--- src/rtl/alu_pipe_pkg.sv ---
// -----------------------------------------------------------------------------
// alu_pipe_pkg
// Shared opcode enumeration and opcode helpers for the two-stage ALU pipe.
// Opcodes 0..9 are defined; 10..15 are illegal and flagged with err_o.
// -----------------------------------------------------------------------------
package alu_pipe_pkg;

    typedef enum logic [3:0] {
        OP_ADD   = 4'd0,
        OP_SUB   = 4'd1,
        OP_MUL   = 4'd2,
        OP_AND   = 4'd3,
        OP_OR    = 4'd4,
        OP_XOR   = 4'd5,
        OP_SHL   = 4'd6,
        OP_MAX   = 4'd7,
        OP_MAC   = 4'd8,
        OP_ACCRD = 4'd9
    } op_e;

    localparam int NUM_OPS = 10;

    function automatic logic op_legal(input logic [3:0] op);
        return int'(op) < NUM_OPS;
    endfunction

    function automatic logic op_uses_acc(input logic [3:0] op);
        return (op == OP_MAC) || (op == OP_ACCRD);
    endfunction

endpackage

--- src/rtl/alu_pipe_ex.sv ---
// -----------------------------------------------------------------------------
// alu_pipe_ex
// Purely combinational execute datapath that sits between the S1 and S2
// registers of alu_pipe.
//
// Ports
//   a_i, b_i   W-bit operands held in S1
//   op_i       4-bit opcode held in S1
//   acc_i      current 2W-bit accumulator
//   res_o      2W-bit result (for MAC this is also the next accumulator value)
//   err_o      illegal opcode
//   ovf_o      MAC saturated (only possible with ALU_PIPE_SAT_EN)
//
// Build option: ALU_PIPE_SAT_EN -- MAC clamps to all-ones on overflow and
// raises ovf_o; otherwise MAC wraps and ovf_o is tied low.
// -----------------------------------------------------------------------------
module alu_pipe_ex
    import alu_pipe_pkg::*;
#(
    parameter int W = 8
) (
    input  logic [W-1:0]   a_i,
    input  logic [W-1:0]   b_i,
    input  logic [3:0]     op_i,
    input  logic [2*W-1:0] acc_i,
    output logic [2*W-1:0] res_o,
    output logic           err_o,
    output logic           ovf_o
);

    localparam int SHW = $clog2(W);

    logic [2*W-1:0] a_z;
    logic [2*W-1:0] b_z;
    logic [2*W-1:0] a_s;
    logic [2*W-1:0] b_s;
    logic [2*W-1:0] prod;

    assign a_z  = {{W{1'b0}}, a_i};
    assign b_z  = {{W{1'b0}}, b_i};
    assign a_s  = {{W{a_i[W-1]}}, a_i};
    assign b_s  = {{W{b_i[W-1]}}, b_i};
    assign prod = a_z * b_z;

`ifdef ALU_PIPE_SAT_EN
    // One extra bit catches the carry out of the accumulator.
    logic [2*W:0] mac_sum;
    assign mac_sum = {1'b0, acc_i} + {1'b0, prod};
`else
    logic [2*W-1:0] mac_sum;
    assign mac_sum = acc_i + prod;
`endif

    always_comb begin
        res_o = '0;
        err_o = 1'b0;
        ovf_o = 1'b0;
        case (op_i)
            OP_ADD:   res_o = a_z + b_z;
            OP_SUB:   res_o = a_s - b_s;
            OP_MUL:   res_o = prod;
            OP_AND:   res_o = a_z & b_z;
            OP_OR:    res_o = a_z | b_z;
            OP_XOR:   res_o = a_z ^ b_z;
            OP_SHL:   res_o = a_z << b_i[SHW-1:0];
            OP_MAX:   res_o = ($signed(a_i) > $signed(b_i)) ? a_s : b_s;
            OP_MAC: begin
`ifdef ALU_PIPE_SAT_EN
                if (mac_sum[2*W]) begin
                    res_o = '1;
                    ovf_o = 1'b1;
                end else begin
                    res_o = mac_sum[2*W-1:0];
                end
`else
                res_o = mac_sum;
`endif
            end
            OP_ACCRD: res_o = acc_i;
            default:  err_o = 1'b1;
        endcase
    end

endmodule

--- src/rtl/alu_pipe.sv ---
// -----------------------------------------------------------------------------
// alu_pipe
// Two-stage valid/ready ALU pipeline with a 2W-bit multiply-accumulator.
// S1 registers the accepted operands and opcode; alu_pipe_ex computes the
// result combinationally; S2 registers the result that drives the outputs.
// Both stages move together whenever the output is free (ready_i || !valid_o),
// and that same term is the upstream ready, so a full pipe stalls bit-exact
// and an empty or draining pipe never inserts bubbles.
//
// Ports
//   clk_p_i, reset_n_i    clock, asynchronous active-low reset
//   valid_i / ready_o     command handshake (data_a_i, data_b_i, inst_i)
//   valid_o / ready_i     result handshake (data_o, err_o, ovf_o)
//
// Build option: ALU_PIPE_SAT_EN -- saturating MAC with ovf_o reporting.
// -----------------------------------------------------------------------------
module alu_pipe
    import alu_pipe_pkg::*;
#(
    parameter int W = 8
) (
    input  logic           clk_p_i,
    input  logic           reset_n_i,
    input  logic           valid_i,
    output logic           ready_o,
    input  logic [W-1:0]   data_a_i,
    input  logic [W-1:0]   data_b_i,
    input  logic [3:0]     inst_i,
    output logic           valid_o,
    input  logic           ready_i,
    output logic [2*W-1:0] data_o,
    output logic           err_o,
    output logic           ovf_o
);

    logic           advance;

    logic           s1_valid_q, s1_valid_d;
    logic [W-1:0]   s1_a_q, s1_a_d;
    logic [W-1:0]   s1_b_q, s1_b_d;
    logic [3:0]     s1_op_q, s1_op_d;

    logic           s2_valid_q, s2_valid_d;
    logic [2*W-1:0] s2_data_q, s2_data_d;
    logic           s2_err_q, s2_err_d;
    logic           s2_ovf_q, s2_ovf_d;

    logic [2*W-1:0] acc_q, acc_d;

    logic [2*W-1:0] ex_res;
    logic           ex_err;
    logic           ex_ovf;

    alu_pipe_ex #(
        .W (W)
    ) u_ex (
        .a_i   (s1_a_q),
        .b_i   (s1_b_q),
        .op_i  (s1_op_q),
        .acc_i (acc_q),
        .res_o (ex_res),
        .err_o (ex_err),
        .ovf_o (ex_ovf)
    );

    always_comb begin
        advance    = ready_i || !s2_valid_q;

        s1_valid_d = s1_valid_q;
        s1_a_d     = s1_a_q;
        s1_b_d     = s1_b_q;
        s1_op_d    = s1_op_q;
        s2_valid_d = s2_valid_q;
        s2_data_d  = s2_data_q;
        s2_err_d   = s2_err_q;
        s2_ovf_d   = s2_ovf_q;
        acc_d      = acc_q;

        if (advance) begin
            s1_valid_d = valid_i;
            if (valid_i) begin
                s1_a_d  = data_a_i;
                s1_b_d  = data_b_i;
                s1_op_d = inst_i;
            end

            s2_valid_d = s1_valid_q;
            if (s1_valid_q) begin
                s2_data_d = ex_res;
                s2_err_d  = ex_err;
                s2_ovf_d  = ex_ovf;
                // The accumulator moves in command order at the S1->S2
                // transfer, so the next MAC/ACCRD in S1 already sees it.
                if (op_uses_acc(s1_op_q)) begin
                    acc_d = (s1_op_q == OP_MAC) ? ex_res : '0;
                end
            end
        end
    end

    always_ff @(posedge clk_p_i or negedge reset_n_i) begin
        if (!reset_n_i) begin
            s1_valid_q <= 1'b0;
            s1_a_q     <= '0;
            s1_b_q     <= '0;
            s1_op_q    <= '0;
            s2_valid_q <= 1'b0;
            s2_data_q  <= '0;
            s2_err_q   <= 1'b0;
            s2_ovf_q   <= 1'b0;
            acc_q      <= '0;
        end else begin
            s1_valid_q <= s1_valid_d;
            s1_a_q     <= s1_a_d;
            s1_b_q     <= s1_b_d;
            s1_op_q    <= s1_op_d;
            s2_valid_q <= s2_valid_d;
            s2_data_q  <= s2_data_d;
            s2_err_q   <= s2_err_d;
            s2_ovf_q   <= s2_ovf_d;
            acc_q      <= acc_d;
        end
    end

    assign ready_o = advance;
    assign valid_o = s2_valid_q;
    assign data_o  = s2_data_q;
    assign err_o   = s2_err_q;
    assign ovf_o   = s2_ovf_q;

endmodule

--- config.mk ---
export PLATFORM = sky130hd
export DESIGN_NAME = alu_pipe
export DESIGN_NICKNAME = d
export VERILOG_FILES = /design/src/rtl/alu_pipe_pkg.sv /design/src/rtl/alu_pipe_ex.sv /design/src/rtl/alu_pipe.sv
export SDC_FILE = /design/constraint.sdc
export NUM_CORES = 1
export LEC_CHECK = 0
export ABC_AREA = 1
export BUFFER_PORTS_ARGS = -buffer_cell sky130_fd_sc_hd__buf_2
export CAP_MARGIN = 20
export CORE_MARGIN = 2
export CORE_UTILIZATION = 40
export CTS_BUF_LIST = sky130_fd_sc_hd__clkbuf_16
export CTS_CLUSTER_SIZE = 8
export DETAILED_ROUTE_END_ITERATION = 16
export MAX_ROUTING_LAYER = met4
export REMOVE_ABC_BUFFERS = 1
export SLEW_MARGIN = 20
export SYNTH_ARGS = -nofsm -noshare
export SYNTH_HDL_FRONTEND = slang
export SYNTH_HIERARCHICAL = 1
export SYNTH_SLANG_ARGS = --single-unit
--- constraint.sdc ---
create_clock -name clk_p_i -period 6 [get_ports clk_p_i]
set_input_delay 1.2 -clock clk_p_i [delete_from_list [all_inputs] [get_ports clk_p_i]]
set_output_delay 1.2 -clock clk_p_i [all_outputs]
set_load 0.1 [all_outputs]
## After elaboration in Yosys (flattened, before gate mapping)

Cells that the tools add are included.

| word-level totals | value |
|---|---|
| bits in latches | 0 |
| bits in read-only memories | 0 |
| register bits | 55 |
| output and inout bits | 20 |
| logic and storage cells | 38 |
| memory bits (writable) | 0 |
| input bits | 24 |
| memories kept | 0 |

| operators by class | value |
|---|---|
| $lt $le $gt $ge | 1 |
| shift-type cells | 1 |
| add/sub/neg operators | 3 |
| divide/modulo/power cells | 0 |
| multiply operators | 1 |
| equality and inequality tests | 9 |
| bitwise gates (word level) | 3 |
| muxes and demuxes | 4 |
| reduce and logical (&&, ||, !) cells | 8 |

Operator list:

| operator | count |
|---|---|
| case mux 16 bit (10 select lines) | 1 |
| 2-to-1 mux 16 bit | 2 |
| adder 16 bit | 1 |
| == test 4 x 3 -> 1 bit (second input constant) | 4 |
| multiplier 8 x 8 -> 16 bit | 1 |
| left shift 8 x 3 -> 16 bit | 1 |
| OR reduction 10 bit | 1 |
| adder 8 x 8 -> 9 bit | 1 |
| subtractor 8 x 8 -> 9 bit | 1 |
| bitwise AND 8 bit | 1 |
| == test 4 x 2 -> 1 bit (second input constant) | 2 |
| == test 4 bit (second input constant) | 2 |
| > comparator 8 bit | 1 |
| OR 8 bit | 1 |
| XOR 8 bit | 1 |
| == test 4 x 1 -> 1 bit (second input constant) | 1 |
| zero test 4 bit | 1 |
| AND reduction 2 bit | 2 |
| AND reduction 3 bit | 1 |
| logical OR 1 bit | 2 |
| zero test 1 bit | 1 |
| 2-to-1 mux 1 bit | 1 |

## Logic depth before layout (Yosys ltp)

| depth | value |
|---|---|
| depth in word-level cells | 4 |
| mapped depth | 31 |

## Cells and area by module

Netlist, hierarchy kept.

By module, submodules not included:

| module | area an instance (sq um) | seq. area each (sq um) | cells an instance | instances |
|---|---|---|---|---|
| alu_pipe_ex | 5227.5 | 0.0 | 862 | 1 |
| alu_pipe | 2189.6 | 1401.3 | 243 | 1 |

## Worst setup path before layout

No wires, ideal clock.

| timing path | value |
|---|---|
| path type | reg2reg |
| start point | register s1_a_q[1] |
| end point | register acc_q[14] |
| buffers on the path | 1 |
| arrival | 4.918 ns |
| setup time | 0.117 ns |
| required time | 5.883 ns |
| path slack | 0.966 ns |
| cell stages (with the launch flop) | 29 |
| cells stage by stage | dfrtp_1 buf_2 nand2_1 fa_1 fa_1 inv_1 fa_1 inv_1 fa_1 inv_1 ha_1 a21oi_1 nor2_1 nor2_1 nand2_1 or2_0 and2_1 ha_1 nand2_1 inv_1 nand3_1 nor3_1 nand2_1 nand2_1 nand2_1 nand3_1 nand4_1 nand3_1 nand2_1 |

| on the way | value |
|---|---|
| longest elaborated chain between the ends | 4 |

RTL lines:

| element | RTL line | source |
|---|---|---|
| start: declaration | alu_pipe.sv:39 | `logic [W-1:0] s1_a_q, s1_a_d;` |
| start signal: assignment | alu_pipe.sv:104 | `s1_a_q <= '0;` |
| start signal: assignment | alu_pipe.sv:114 | `s1_a_q <= s1_a_d;` |
| multiplier 8 x 8 -> 16 bit / > comparator 8 bit (equally long branches) | alu_pipe_ex.sv:43, alu_pipe_ex.sv:66 |  |
| adder 16 bit / 2-to-1 mux 16 bit (equally long branches) | alu_pipe_ex.sv:51, alu_pipe_ex.sv:66 |  |
| case mux 16 bit (10 select lines) * | alu_pipe_ex.sv:58 | `case (op_i)` |
| net ex_res[14] | alu_pipe.sv:50 | `logic [2*W-1:0] ex_res;` |
| 2-to-1 mux 16 bit * | alu_pipe.sv:95 | `acc_d = (s1_op_q == OP_MAC) ? ex_res : '0;` |
| end signal: assignment | alu_pipe.sv:111 | `acc_q <= '0;` |
| end signal: assignment | alu_pipe.sv:121 | `acc_q <= acc_d;` |
| end: declaration | alu_pipe.sv:48 | `logic [2*W-1:0] acc_q, acc_d;` |

The timed path passes the listed nets; every way through them passes the cells marked *.
A chain may end at the register's enable or synchronous reset.

## Worst setup path in the final report

| timing path | value |
|---|---|
| start point | register s1_a_q[3] |
| end point | register acc_q[14] |

The elaborated chain is that of the path after synthesis.

==> flow_metrics.tcl <==
set metrics [dict create \
    grt_max_degree 57 \
    cts_root_buf "clkbuf_16" \
    cts_resized 0 \
    hpwl_mm 18.2 \
    worstPathMaxFanout 12 \
    clk_path_buf_depth 2 \
    dieHeight_um 140 \
    pwr_density_cell_nw_per_um2 437 \
    ant_nets 0 \
    async_reset_ff_frac 1.00 \
    wl_per_cell_um 16.8 \
    core-area_um2 18100 \
    synthCells 1105 \
    htreeDepth 2 \
    area.growth.synth_to_final_pct 6.19 \
    drt-pass1-iter-count 7 \
    clk_latency_ps 310 \
    rsz0062_at_grt "false" \
    p_leak_nw 4.69 \
    grt_first_pass_wirelength_mm 36.9 \
    die-width_um 140 \
    cts.clk_slew.worst_paths_ps 80 \
    grt_remaining_overflow 0 \
    critPathKind "reg -> reg" \
    setup_viol 0 \
    synth_area_per_cell_um2 6.71 \
    antenna_cells 0 \
    status "complete, no violations" \
    ys_ff_latch 56 \
    final_max_slew_viol_count 0 \
    start_util 0.410 \
    hold_path.class "reg -> reg" \
    final_common_cell "nand2_1" \
    worst-slew-pin-transition_ps 937 \
    seq_area_frac_synth 0.189 \
    max_freq_mhz 181 \
    dieArea_um2 19600 \
    syn-cell-area_um2 7420 \
    synth_edf_count 0 \
    final_cell_mix "nand2_1 (343), inv_1 (181), nand3_1 (98)" \
    setup_tns_ps 0 \
    drive_gt1_frac 0.0916 \
    antenna_found_initial 0 \
    postLayoutCoreUtil 0.435 \
    yosys_warnings 6 \
    yosys_most_used_dff "dfrtp_1" \
    hold_buffers 0 \
    remaining_drc_errors 0 \
    via_per_inst 5.21 \
    placementRows 49 \
    crit_path_start_kind "flip-flop" \
    dr_total_vias 7053 \
    fin_nets 1262 \
    fin_crit_ps 5520 \
    slew_headroom 0.374 \
    tritoncts "built" \
    ir_drop_mv 0.203 \
    cts_buffers 5 \
    cp-end-kind "flip-flop" \
    clock-sinks 56 \
    grt_pass1_vias 6822 \
    postCtsSetupBuffers 0 \
    wirelength_mm 22.7 \
    finClkSkew_ps 7.00 \
    ioPinCount 44 \
    gp_congestion 1.05 \
    drtIter0Drc 606 \
    grt_use_total 0.248 \
    io_buffers 43 \
    arrival_ps 5730 \
    synth_cell_types 51 \
    cap_viol_max_count 0 \
    hold_viol_final 0 \
    period_share 0.920 \
    required_ps 6210 \
]
metrics by stage:
stage                     area (µm²)  instances  power (mW)  hold slack [ps]  setup WS [ps]
after detailed placement        7730       1345        3.12              455            518
after CTS                       7880       1353        3.46              475            511
after global placement          7730       1345        3.13              452            549
final                           7880       1353        3.44              471            478
after global routing            7880       1353        3.81              493           4.02
after floorplan                 7170       1065        2.50              462            979
per-layer routing:
metal | track usage | share of wire | vias to the layer above
met5 | - | 0 | -
met4 | 0.0787 | 0.028 | 0
met1 | 0.332 | 0.47 | 3288
met3 | 0.0301 | 0.051 | 44
li1 | - | - | 3518
met2 | 0.393 | 0.45 | 203
registers in the layout, summed over array words and instances, names as in the netlist:
register	cells
s1_b_q	8
acc_q	16
ovf_o	1
err_o	1
s1_valid_q	1
s1_op_q	4
s1_a_q	8
data_o	16
valid_o	1
synthesized netlist by cell type, types with 2 or more instances:
| library cell | n | share of area |
|---|---|---|
| a21o_1 | 5 | 0.0051 |
| a21oi_1 | 51 | 0.034 |
| a22o_1 | 2 | 0.0024 |
| a22oi_1 | 3 | 0.0030 |
| a31oi_1 | 2 | 0.0017 |
| and2_1 | 5 | 0.0042 |
| buf_2 | 16 | 0.011 |
| buf_4 | 5 | 0.0051 |
| buf_6 | 8 | 0.012 |
| clkbuf_1 | 10 | 0.0051 |
| dfrtp_1 | 56 | 0.19 |
| fa_1 | 39 | 0.11 |
| ha_1 | 76 | 0.13 |
| inv_1 | 181 | 0.092 |
| inv_2 | 8 | 0.0040 |
| nand2_1 | 343 | 0.17 |
| nand2_2 | 12 | 0.010 |
| nand2_4 | 2 | 0.0030 |
| nand3_1 | 98 | 0.066 |
| nand3_2 | 3 | 0.0040 |
| nand3b_1 | 6 | 0.0061 |
| nand4_1 | 17 | 0.014 |
| nor2_1 | 60 | 0.030 |
| nor2_2 | 8 | 0.0067 |
| nor2_4 | 4 | 0.0061 |
| nor3_1 | 8 | 0.0054 |
| nor4_1 | 2 | 0.0017 |
| o2111ai_1 | 3 | 0.0035 |
| o211ai_1 | 6 | 0.0061 |
| o21a_1 | 2 | 0.0020 |
| o21ai_0 | 29 | 0.020 |
| o21ai_1 | 4 | 0.0027 |
| o21bai_1 | 4 | 0.0040 |
| o221ai_1 | 4 | 0.0047 |
| o22ai_1 | 2 | 0.0017 |
| xor2_1 | 6 | 0.0071 |
logic make-up after synthesis:
logic type,share of synthesized area
simple gates,0.338
fa+ha+maj,0.233
xor+xnor,0.00827
compound gates,0.0994
mux,0.00135
other cells,0.000506
flops,0.189
buf+inv,0.130
final timing paths:
check	startpoint	endpoint	slack [ps]	cells past startpoint
hold reg to reg	ovf_o	ovf_o	470	2
setup / recovery	s1_a_q[3]	acc_q[14]	480	24
min in group asynchronous	reset_n_i	s1_a_q[2]	1040	2
max in group asynchronous	reset_n_i	s1_op_q[0]	4450	2
setup reg to reg	s1_a_q[3]	acc_q[14]	480	24
hold / removal	ovf_o	ovf_o	470	2
cell type report:
cell class                      count  area, µm²
Clock buffer                        5        125
Tap cell                          229        287
Multi-Input combinational cell    819       5050
Sequential cell                    56       1400
Timing Repair Buffer               51        275
Inverter                          190        716
Clock inverter                      3       21.3
Fill cell                        1944      10200
power breakdown:
part / internal, mW / switching [mW] / leakage (nW)
registers: 0.465 / 0.106 / 0.724
clock network: 0.156 / 0.160 / 0.0702
logic: 0.752 / 1.81 / 3.90
critical path, stage by stage, from the launching register on:
cell      delay, ps
dfrtp_1         550
ha_1            370
fa_1            460
fa_1            470
fa_1            540
inv_1            50
fa_1            470
inv_1            40
ha_1            330
a21oi_1         240
inv_1            60
a21oi_1         170
nand2_1         100
and2_1          180
ha_1            340
nand2_1         120
inv_1            70
a21oi_1         220
nor2_1           70
nor2_1          120
nand3b_1         90
nand3_1          80
nand4_1         110
nand3_1         110
nand2_1          60
(Power assumes the default switching activity.)
